File: src/rtl/irq_pending_arbiter8_if.sv
// Request/grant bundle between raw request sources, the arbiter and the id consumer.
// master = sources plus consumer side, slave = arbiter side.
interface irq_pending_arbiter8_if;
    logic [7:0] req;
    logic [7:0] mask;
    logic       ack;
    logic       irq_valid;
    logic [2:0] irq_id;
    logic [7:0] pending;

    modport master (
        output req,
        output mask,
        output ack,
        input  irq_valid,
        input  irq_id,
        input  pending
    );

    modport slave (
        input  req,
        input  mask,
        input  ack,
        output irq_valid,
        output irq_id,
        output pending
    );
endinterface

File: src/rtl/irq_pending_arbiter8.sv
// Pending-capture plus fixed-priority (bit 7 high) arbiter: 2 cycles from req to irq_valid.
// The presented id is held until ack or the optional timeout, then irq_valid stays low for one cycle.
module irq_pending_arbiter8 #(
    parameter bit          EDGE_MODE   = 1'b1,
    parameter int unsigned ACK_TIMEOUT = 0
) (
    input  logic                   clk,
    input  logic                   rst,
    irq_pending_arbiter8_if.slave  bus
);
    typedef enum logic {IDLE, PRESENT} state_t;

    localparam logic [7:0] TO_LAST = (ACK_TIMEOUT == 0) ? 8'd0 : 8'(ACK_TIMEOUT - 1);

    state_t     state;
    logic [7:0] req_d;
    logic [7:0] pending_q;
    logic       valid_q;
    logic [2:0] id_q;
    logic [7:0] cnt;

    logic [7:0] set_vec;
    logic [7:0] clr_vec;
    logic [7:0] cand;
    logic [2:0] win_id;

    function automatic logic [2:0] hi_idx(input logic [7:0] v);
        logic [2:0] r;
        r = 3'd0;
        for (int i = 0; i < 8; i++) begin
            if (v[i]) r = 3'(i);
        end
        return r;
    endfunction

    always_comb begin
        set_vec = EDGE_MODE ? (bus.req & ~req_d) : bus.req;
        clr_vec = 8'd0;
        if (state == PRESENT && bus.ack) clr_vec = 8'd1 << id_q;
        cand    = pending_q & ~bus.mask;
        win_id  = hi_idx(cand);
    end

    always_ff @(posedge clk) begin
        if (rst) begin
            // Loading req (not 0) keeps a line held through reset from looking like an edge.
            req_d     <= bus.req;
            pending_q <= 8'd0;
            valid_q   <= 1'b0;
            id_q      <= 3'd0;
            cnt       <= 8'd0;
            state     <= IDLE;
        end else begin
            req_d     <= bus.req;
            pending_q <= (pending_q & ~clr_vec) | set_vec;
            case (state)
                IDLE: begin
                    cnt <= 8'd0;
                    if (cand != 8'd0) begin
                        id_q    <= win_id;
                        valid_q <= 1'b1;
                        state   <= PRESENT;
                    end
                end
                PRESENT: begin
                    if (bus.ack) begin
                        valid_q <= 1'b0;
                        cnt     <= 8'd0;
                        state   <= IDLE;
                    end else if (ACK_TIMEOUT != 0 && cnt == TO_LAST) begin
                        // Pending bit is kept so the source is arbitrated again.
                        valid_q <= 1'b0;
                        cnt     <= 8'd0;
                        state   <= IDLE;
                    end else begin
                        cnt <= cnt + 8'd1;
                    end
                end
                default: begin
                    valid_q <= 1'b0;
                    state   <= IDLE;
                end
            endcase
        end
    end

    assign bus.irq_valid = valid_q;
    assign bus.irq_id    = id_q;
    assign bus.pending   = pending_q;
endmodule

File: src/flat_wrapper.sv
// flat-port wrapper written by rule: the top's interface ports become plain ports
module irq_pending_arbiter8_flat 
#(
    parameter bit          EDGE_MODE   = 1'b1,
    parameter int unsigned ACK_TIMEOUT = 0
)
  (clk, rst, bus_req, bus_mask, bus_ack, bus_irq_valid, bus_irq_id, bus_pending);
  irq_pending_arbiter8_if bus_i ();
  input  logic clk;
  input  logic rst;
  input wire logic [$bits(bus_i.req)-1:0] bus_req;
  input wire logic [$bits(bus_i.mask)-1:0] bus_mask;
  input wire logic [$bits(bus_i.ack)-1:0] bus_ack;
  output wire logic [$bits(bus_i.irq_valid)-1:0] bus_irq_valid;
  output wire logic [$bits(bus_i.irq_id)-1:0] bus_irq_id;
  output wire logic [$bits(bus_i.pending)-1:0] bus_pending;
  assign bus_i.req = bus_req;
  assign bus_i.mask = bus_mask;
  assign bus_i.ack = bus_ack;
  assign bus_irq_valid = bus_i.irq_valid;
  assign bus_irq_id = bus_i.irq_id;
  assign bus_pending = bus_i.pending;
  irq_pending_arbiter8 #(.EDGE_MODE(EDGE_MODE), .ACK_TIMEOUT(ACK_TIMEOUT)) u_core (.clk(clk), .rst(rst), .bus(bus_i));
endmodule
File: config.mk
export PLATFORM = sky130hd
export DESIGN_NAME = irq_pending_arbiter8_flat
export DESIGN_NICKNAME = d
export VERILOG_FILES = /design/src/rtl/irq_pending_arbiter8_if.sv /design/src/rtl/irq_pending_arbiter8.sv /design/src/flat_wrapper.sv
export SDC_FILE = /design/constraint.sdc
export NUM_CORES = 1
export LEC_CHECK = 0
export BUFFER_PORTS_ARGS = -buffer_cell sky130_fd_sc_hd__buf_2
export CAP_MARGIN = 20
export CORE_MARGIN = 8
export CORE_UTILIZATION = 30
export CTS_CLUSTER_DIAMETER = 80
export DETAILED_ROUTE_END_ITERATION = 6
export PLACE_DENSITY = 0.56
export SLEW_MARGIN = 25
export SYNTH_ARGS = -nofsm -noshare
export SYNTH_HDL_FRONTEND = slang
export SYNTH_SLANG_ARGS = --single-unit
File: constraint.sdc
create_clock -name clk -period 2.1 [get_ports clk]
set_clock_uncertainty 0.1 [all_clocks]
set_input_delay 0.105 -clock clk [delete_from_list [all_inputs] [get_ports clk]]
set_output_delay 0.105 -clock clk [all_outputs]
set_load 0.05 [all_outputs]
==> summary.txt <==
top_reg_cell synth: dfxtp_1
synthesized net count: 102
post-route ant nets: 0
chip width: 68.71 um
CP Buf/Inv Count: 0
GRT Total Usage: 9.181%
Initial Util: 31.02%
insertion delay of the later-clocked pin in the worst-skew pair: 0.30 ns
first-pass GRT wire length: 3318 um
Async S/R FF share, synth: 0%
Min Hold Slack: 0.02097 ns
gp weighted congestion: 0.7474
CP cell instances: nor2b_4 -> nor4_4 -> a21o_4 -> mux2i_1
TritonCTS clock tree: done
RR Startpoint: u_core.bus.pending[6]
r2r setup slk: 0.70 ns
area delta synth->final: 34.99%
mapped cell area: 833.3 um2
setup violators final: 0
Clock Path Buffers: 2
hold endpoint: u_core.bus.irq_valid
Detailed Route WL: 2058 um
Setup Buffers After CTS: 0
fin. max-slew vios: 0
max-cap violations: 0
setup TNS: 0 ns
Crit Path Class: reg -> reg
worst slew pin tran: 0.3518 ns
core area: 2686 um2
Crit. End Element: flop
post-synthesis sequential area ratio: 50.45%
# port buffers: 30
RSZ-0062 raised after global routing: false
full die area: 4720 um2
LEAKAGE: 0.0004945 uW
Via Count: 744
Pwr Total: 864.3 uW
ANT cells: 0
vias in the first global route: 792
synth unique cells: 28
area leader, netlist: dfxtp_1
# IOs: 31
Residual DRC: 0
htree depth: 1
dpl hpwl: 1593 um
pin count of the biggest net entering global routing: 13
reg2reg end: u_core.bus.irq_id[1]
vias per cell: 4.800
crit path max fanout: 5
TritonCTS buffer count: 3
cell row count: 19
WL/cell: 13.28 um
crit share post-route: 66.49%
relative slew slack: 76.37%
Filler Cell Count: 282
EDFF count, synth: 0
crit path DAT: 1.54 ns
crit start category: flop
critical hold path startpoint: bus_ack
Peak supply drop: 0.4690 mV
Yosys warning total: 0
worst-case reg-to-reg path depth: 4
drt pass-1 iters: 4
#FFs+latches synth: 21
worst stage delay on the critical path: 0.39 ns
GRT overflow: 0
commonest cells in the netlist: dfxtp_1 (21), nand2b_1 (13), a21oi_1 (9)
nets@finish: 144
Chip Height: 68.71 um
status: complete, no violations
CP Data Required Time: 2.24 ns
CTS clock-pin slew for the worst setup and hold paths: 0.12 ns
clock tree sinks: 21
Max Fclk: 716.1 MHz
slowest CP cell: nor4_4
count leader, synth: dfxtp_1
Clock Tree Root: clkbuf_4
Final Hold Violating Endpoints: 0
post-synthesis average cell area: 10.04 um2
share of cells above drive strength 1: 31.45%
Synth top area share: 50.45%
Synth area leaders: dfxtp_1 (50%), nand2b_1 (9.8%), a21oi_1 (5.4%), nor2b_4 (3.3%), o31ai_1 (2.7%)
Worst path top cell family by delay: simple AND/OR/NAND/NOR gates
post-route minimum period: 1.396 ns
Starting DRT DRC Count: 14
hold path cells: 4
Min-Delay Path Class: in -> reg
Synth Instances: 83
initial antenna violation count: 0
P per Cell Area: 768.4 nW/um2
==> sequential cells by signal, indices dropped and copies added (netlist names) <==
name	count
u_core.bus.irq_id	3
u_core.bus.pending	8
u_core.req_d	8
u_core.state	1
u_core.bus.irq_valid	1
==> timing repair <==
action	in CTS	in global routing
hold buffers	8	0
endpoints found under the setup margin	0	0
gates resized for setup	0	0
hold endpoints to repair	16	0
==> worst max-delay path by stage <==
stage | startpoint | to | slack (ns) | depth (start not counted)
after detailed placement | u_core.bus.pending[5] | u_core.bus.irq_id[2] | 0.71 | 4
final | u_core.bus.pending[6] | u_core.bus.irq_id[1] | 0.70 | 4
after CTS | u_core.bus.pending[5] | u_core.bus.irq_id[2] | 0.69 | 4
after global placement | u_core.bus.pending[5] | u_core.bus.irq_id[2] | 0.70 | 4
after global routing | u_core.state | u_core.bus.pending[0] | 0.62 | 4
after floorplan | u_core.bus.pending[5] | u_core.bus.irq_id[2] | 0.46 | 4
==> through the flow <==
step	utilization [%]	worst slack, ns	cells	area [um2]
finish	41.87	0.7036	155	1125
global route	41.87	0.6219	155	1125
CTS	41.87	0.6923	155	1125
detailed placement	37.91	0.7055	143	1018
global placement	37.91	0.7015	143	1018
floorplan	-	0.4582	83	833.3
==> kinds of logic (layout without fill, tap and decap cells) <==
| kind of cell | Yosys count | in the layout | synth area share [%] |
|---|---|---|---|
| AND/OR/NAND/NOR | 30 | 30 | 24.78 |
| buffers and inverters | 3 | 44 | 1.351 |
| multiplexers | 1 | 1 | 1.201 |
| flip-flops | 21 | 21 | 50.45 |
| AO/OA/AOI/OAI | 28 | 28 | 22.22 |
==> power breakdown <==
part           internal, uW  leakage (uW)  switching [uW]  total (uW)
logic                  80.2      0.000304             132         213
registers               429      0.000175            26.8         456
clock network          74.0     0.0000150             121         195
total                   584      0.000494             281         864
==> per-layer routing <==
layer / GRT usage [%] / wire [um]
met1: 9.896 / 894
met2: 15.56 / 930
met3: 4.362 / 208
met4: 3.008 / 25
met5: 0 / 0
==> area by class of cell <==
cell class / count / area [um2] / area share (%)
tap: 31 / 38.79 / 3.448
clock buffer: 4 / 26.28 / 2.336
multi-input combinational: 59 / 401.6 / 35.71
timing repair buffer: 38 / 230.2 / 20.47
inverter: 2 / 7.507 / 0.6674
sequential: 21 / 420.4 / 37.37
==> tightest hold or removal path, cell delays in order <==
cell,delay [ns]
buf_2,0.10
nand2_2,0.07
nand2_1,0.06
a21oi_1,0.06
==> placed cells by master, fill, tap and decap left out <==
master	count
o31ai_1	3
dlygate4sd3_1	8
a211oi_1	2
nand2b_1	13
dfxtp_1	21
nor2b_1	2
and2b_1	1
a31o_1	1
nor4_4	1
a21o_4	1
o2111a_1	1
nor2b_4	2
or2_1	1
nor2_1	1
nand3_1	1
nand2_2	1
and3_1	1
nor3_1	1
a211o_1	1
o21ai_0	4
mux2i_1	1
o21ai_1	4
a41oi_1	1
clkbuf_4	3
nand2_1	4
buf_2	30
nor2b_2	1
a21oi_1	9
inv_1	2
o211a_1	1
clkbuf_1	1
Note: power is estimated with default switching activity, not from simulation.
